===== config.mk =====
export PLATFORM = sky130hd
export DESIGN_NAME = seq_booth_divider
export DESIGN_NICKNAME = d
export VERILOG_FILES = /design/src/rtl/seq_booth_divider.sv
export SDC_FILE = /design/constraint.sdc
export NUM_CORES = 1
export LEC_CHECK = 0
export CAP_MARGIN = 10
export CORE_AREA = 5 5 162 164
export CTS_CLUSTER_DIAMETER = 100
export DETAILED_ROUTE_END_ITERATION = 7
export DIE_AREA = 0 0 167 169
export SYNTH_ARGS = -nofsm -noshare
export SYNTH_HDL_FRONTEND = slang
export SYNTH_SLANG_ARGS = --single-unit

===== constraint.sdc =====
create_clock -name clk -period 4.5 [get_ports clk]
set_input_delay 0.9 -clock clk [delete_from_list [all_inputs] [get_ports clk]]
set_output_delay 0.9 -clock clk [all_outputs]
set_load 0.01 [all_outputs]

===== src/rtl/seq_booth_divider.sv =====
// Iterative signed divider (truncating): 2W-bit dividend / W-bit divisor -> W-bit quotient and remainder.
// Optional macro DIV_DBZ_FLAG_EN adds a dbz output flagging divide-by-zero alongside ovf.
//
// state | meaning
// IDLE  | waiting for start; operands and signs captured on accept
// LOAD  | form magnitudes, detect divide-by-zero / early overflow
// CALC  | BITWIDTH restoring-division steps, one quotient bit per cycle
// SIGN  | apply signs, range check / saturate, pulse done
module seq_booth_divider #(
  parameter int BITWIDTH = 16
) (
  input  logic                    clk,
  input  logic                    reset,
  input  logic                    start,
  input  logic [2*BITWIDTH-1:0]   dividend,
  input  logic [BITWIDTH-1:0]     divisor,
  output logic                    busy,
  output logic                    done,
  output logic [BITWIDTH-1:0]     quotient,
  output logic [BITWIDTH-1:0]     remainder,
`ifdef DIV_DBZ_FLAG_EN
  output logic                    dbz,
`endif
  output logic                    ovf
);

  localparam int W  = BITWIDTH;
  localparam int CW = (W > 1) ? $clog2(W) : 1;
  localparam logic [CW-1:0] LAST    = CW'(W - 1);
  localparam logic [W-1:0]  MAX_POS = {1'b0, {(W-1){1'b1}}};
  localparam logic [W-1:0]  MIN_MAG = {1'b1, {(W-1){1'b0}}};

  typedef enum logic [1:0] {IDLE, LOAD, CALC, SIGN} state_t;
  state_t state, state_nxt;

  logic [2*W-1:0] dvd_r, dvd_mag, acc;
  logic [W-1:0]   dvs_r, dvs_mag, mag_d;
  logic           sign_n, sign_d, ovf_pend;
  logic [CW-1:0]  cnt;

  logic           accept, early_ovf, fits, q_neg, sat_neg, dbz_c, range_ovf, ovf_c;
  logic [W:0]     top;
  logic [W-1:0]   diff, q_mag, r_mag;

  // start is ignored during the done cycle so the next accept lands one cycle later
  assign accept    = (state == IDLE) && start && !done;
  assign busy      = (state != IDLE);

  assign dvd_mag   = dvd_r[2*W-1] ? (~dvd_r + 1'b1) : dvd_r;
  assign dvs_mag   = dvs_r[W-1]   ? (~dvs_r + 1'b1) : dvs_r;
  assign early_ovf = (dvs_mag == '0) || (dvd_mag[2*W-1:W] >= dvs_mag);

  assign top       = acc[2*W-1:W-1];
  assign fits      = (top >= {1'b0, mag_d});
  assign diff      = top[W-1:0] - mag_d;

  assign q_mag     = acc[W-1:0];
  assign r_mag     = acc[2*W-1:W];
  assign q_neg     = sign_n ^ sign_d;
  assign dbz_c     = (mag_d == '0);
  assign sat_neg   = dbz_c ? sign_n : q_neg;
  assign range_ovf = q_neg ? (q_mag > MIN_MAG) : (q_mag > MAX_POS);
  assign ovf_c     = ovf_pend | range_ovf;

  always_ff @(posedge clk) begin
    if (reset) state <= IDLE;
    else       state <= state_nxt;
  end

  always_comb begin
    state_nxt = state;
    case (state)
      IDLE:    if (accept) state_nxt = LOAD;
      LOAD:    state_nxt = early_ovf ? SIGN : CALC;
      CALC:    if (cnt == LAST) state_nxt = SIGN;
      SIGN:    state_nxt = IDLE;
      default: state_nxt = IDLE;
    endcase
  end

  always_ff @(posedge clk) begin
    if (reset) begin
      done      <= 1'b0;
      quotient  <= '0;
      remainder <= '0;
      ovf       <= 1'b0;
`ifdef DIV_DBZ_FLAG_EN
      dbz       <= 1'b0;
`endif
      dvd_r     <= '0;
      dvs_r     <= '0;
      sign_n    <= 1'b0;
      sign_d    <= 1'b0;
      acc       <= '0;
      mag_d     <= '0;
      ovf_pend  <= 1'b0;
      cnt       <= '0;
    end else begin
      done <= 1'b0;
      case (state)
        IDLE: begin
          if (accept) begin
            dvd_r  <= dividend;
            dvs_r  <= divisor;
            sign_n <= dividend[2*W-1];
            sign_d <= divisor[W-1];
          end
        end
        LOAD: begin
          acc      <= dvd_mag;
          mag_d    <= dvs_mag;
          ovf_pend <= early_ovf;
          cnt      <= '0;
        end
        CALC: begin
          if (fits) acc <= {diff, acc[W-2:0], 1'b1};
          else      acc <= {acc[2*W-2:0], 1'b0};
          cnt <= cnt + 1'b1;
        end
        SIGN: begin
          done <= 1'b1;
          ovf  <= ovf_c;
`ifdef DIV_DBZ_FLAG_EN
          dbz  <= dbz_c;
`endif
          if (ovf_c) begin
            quotient  <= sat_neg ? MIN_MAG : MAX_POS;
            remainder <= '0;
          end else begin
            quotient  <= q_neg  ? (~q_mag + 1'b1) : q_mag;
            remainder <= sign_n ? (~r_mag + 1'b1) : r_mag;
          end
        end
        default: ;
      endcase
    end
  end

endmodule


==> flow_metrics.py <==
metrics = {
    "sta": {
        "fmax_ghz": 0.271,
        "fin_setup_tns_ps": 0,
        "worst_pin_slew_ps": 1120,
        "drv_slew": 0,
        "hold_viol": 0,
        "clock_skew_ps": 6.66,
        "finalSetupViolCount": 0,
        "fin_crit_sh_pct": 82.0,
        "rsz0062_at_grt": "no",
        "slew_headroom_pct": 25.4,
        "min_period_ps": 3690,
        "hold_ws_ps": 468,
    },
    "power": {
        "irDropWorstVdd_v": 0.000298,
        "power.density_nw_per_um2": 709,
        "internal-power_mw": 3.97,
        "switching_share_pct": 45.0,
        "p_sw_mw": 3.24,
        "power_frac_seq_pct": 25.0,
        "power_mw": 7.21,
        "cellLeakagePower_nw": 3.78,
        "p_comb_share_pct": 55.6,
        "power_frac_clock_pct": 19.3,
    },
    "min_path": {
        "min_delay_path_depth": 2,
        "hold_path_end": "remainder[5]",
        "worstHoldStart": "remainder[5]",
        "holdCritPathClass": "reg -> reg",
    },
    "layout": {
        "antenna_cells": 0,
        "regArea_um2": 2740,
        "layout.nets": 1231,
        "multi_input_area_um2": 5360,
        "n_fill_cell": 2567,
        "drive_gt1_share_pct": 5.65,
        "area_growth_pct": 19.5,
    },
    "synthesis": {
        "synthTopCellsByArea": "dfxtp_1 (32%), a21oi_1 (6.9%), nand2_1 (6.7%), ha_1 (6.0%), xnor2_1 (5.0%)",
        "yosysUniqueCellTypes": 64,
        "syn-num-nets": 1185,
        "syn_inst": 1092,
        "avgSynthCellArea_um2": 7.79,
        "yosys.area.top_type": "dfxtp_1",
        "syn_area_um2": 8510,
        "yosysTopAreaCellShare_pct": 32.2,
        "ys_ff_latch": 137,
        "seq_area_frac_synth_pct": 32.2,
        "yosysWarnings": 0,
        "synthArstFlopShare_pct": 0,
        "ys.flop_type": "dfxtp_1",
        "synth-edff-count": 0,
    },
    "clock_tree": {
        "cts_htree_levels": 4,
        "clk_latency_ps": 420,
        "cts_sinks": 137,
        "cts_root_buffer": "clkbuf_16",
        "cts_resized": 0,
        "path_clk_slew_ps": 60,
        "cts_tree": "done",
        "ctsHoldBuffers": 0,
        "numCtsBuffers": 17,
        "post_cts_buffers": 0,
        "clockBufferDepth": 2,
    },
    "die": {
        "placementRows": 58,
        "die-area_um2": 28200,
        "die_h_um": 169,
        "start_util_pct": 34.4,
        "fp.dieW_um": 167,
        "core_um2": 24700,
        "io_pins": 86,
    },
    "detailed_routing": {
        "drc": 0,
        "drtIter0Drc": 606,
        "wl_per_cell_um": 15.3,
        "vias": 7680,
        "drt-pass1-iter-count": 5,
        "drt_wl_total_um": 22700,
        "routed_via_density": 5.19,
        "antenna_left": 0,
    },
    "status": {
        "status": "finished, final reports clean",
    },
    "setup_path": {
        "reg2reg_depth": 14,
        "critPathKind": "reg -> reg",
        "start_kind": "flop",
        "r2r_end": "ovf_pend",
        "r2r_slack_ps": 810,
        "endpoint_kind": "flop",
        "cp_max_fo": 7,
        "worstPathArrival_ps": 3930,
        "crit_required_ps": 4740,
        "timing.rr.start": "dvd_r[9]",
    },
    "grt": {
        "grt_max_degree": 49,
        "track_usage_pct": 15.8,
        "grt_pass1_vias": 6976,
        "grt_pass1_wl_um": 37000,
        "overflow": 0,
        "antenna_found_initial": 0,
    },
    "placement": {
        "hpwl_um": 17000,
        "place.gp.congestion": 0.866,
        "port_buffers": 85,
    },
    "job": {
        "drv_cap": 0,
    },
}
==> final cells by class <==
type / count / share of cell area [%]
Sequential cell: 137 / 27.0
Clock buffer: 21 / 4.63
Tap cell: 330 / 4.06
Timing Repair Buffer: 96 / 9.15
Clock inverter: 10 / 1.16
Inverter: 37 / 1.37
Multi-Input combinational cell: 849 / 52.7
==> sequential cells by signal (all words and copies together), names as in the netlist <==
register / count
dvs_r: 16
mag_d: 16
state: 2
dvd_r: 32
cnt: 4
done: 1
ovf_pend: 1
remainder: 16
ovf: 1
acc: 32
quotient: 16
==> critical path: stages, from the launching register on <==
cell	delay (ps)
dfxtp_1	360
nor4_1	550
nand4_1	280
or2_2	390
nor4_2	270
nand2b_1	160
xnor2_1	140
ha_1	270
a21o_1	180
a21o_1	170
a21oi_1	150
o21ai_0	100
a21o_1	160
a21oi_1	220
a211oi_1	120
==> power by group through the flow <==
stage | clock network, mW | registers, mW | logic [mW]
final | 1.39 | 1.81 | 4.01
after global routing | 1.48 | 1.85 | 4.49
after CTS | 1.42 | 1.80 | 4.00
after detailed placement | 0 | 1.83 | 3.98
after global placement | 0 | 1.82 | 3.96
after floorplan | 0 | 1.69 | 3.14
==> cells in the final DEF, fill, tap and decap left out, drive strengths merged, types with 26 or more instances in the layout <==
cell           instances
a211oi                26
a21oi                118
clkdlybuf4s50         84
dfxtp                137
ha                    41
inv                   39
mux2i                 32
nand2                151
nand2b                35
nand3                 28
nor2                  94
o21ai                 50
xnor2                 49
xor2                  33
==> worst max-delay path by stage <==
stage / startpoint / endpoint / slack (ps) / cells after the start
floorplan: dvd_r[9] / ovf_pend / 1410 / 14
global placement: dvd_r[9] / ovf_pend / 870 / 14
detailed placement: dvd_r[9] / ovf_pend / 790 / 14
CTS: dvd_r[9] / ovf_pend / 760 / 14
global route: dvd_r[9] / ovf_pend / 550 / 14
finish: dvd_r[9] / ovf_pend / 810 / 14
==> layer usage <==
layer | wire length (µm) | part of all wire (%) | global-route usage [%]
met4 | 323 | 1.4 | 4.20
met5 | 0 | 0 | 0
met1 | 11600 | 51 | 23.9
met2 | 9620 | 42 | 23.3
met3 | 1120 | 5.0 | 2.55
==> kinds of logic after synthesis <==
kind of cell | count (synthesis) | share of synthesized area [%]
AOI/OAI and AO/OA | 286 | 21.3
xor gates and xnor gates | 82 | 8.44
adders and majority gates | 42 | 6.27
buffers and inverters | 106 | 4.88
DFF | 137 | 32.2
muxes | 38 | 4.56
and+or+nand+nor | 401 | 22.3
==> synth_stat cells (16+ instances only) <==
| master | number |
|---|---|
| nor2_1 | 94 |
| clkbuf_1 | 55 |
| a21oi_1 | 117 |
| dfxtp_1 | 137 |
| nand2b_1 | 35 |
| nor3_1 | 17 |
| mux2i_1 | 32 |
| nand2_1 | 151 |
| a211oi_1 | 26 |
| o31ai_1 | 18 |
| nand3_1 | 28 |
| xor2_1 | 33 |
| o21ai_0 | 49 |
| xnor2_1 | 49 |
| inv_1 | 37 |
| nor2b_1 | 16 |
| ha_1 | 41 |
==> through the flow <==
step,setup slack [ps],cells,cell area [µm²],util (%)
global placement,868,1449,9580,38.7
floorplan,1410,1092,8510,-
detailed placement,794,1449,9580,38.7
global route,549,1480,10200,41.1
finish,812,1480,10200,41.1
CTS,763,1480,10200,41.1
Note: power is estimated with default switching activity, not from simulation.
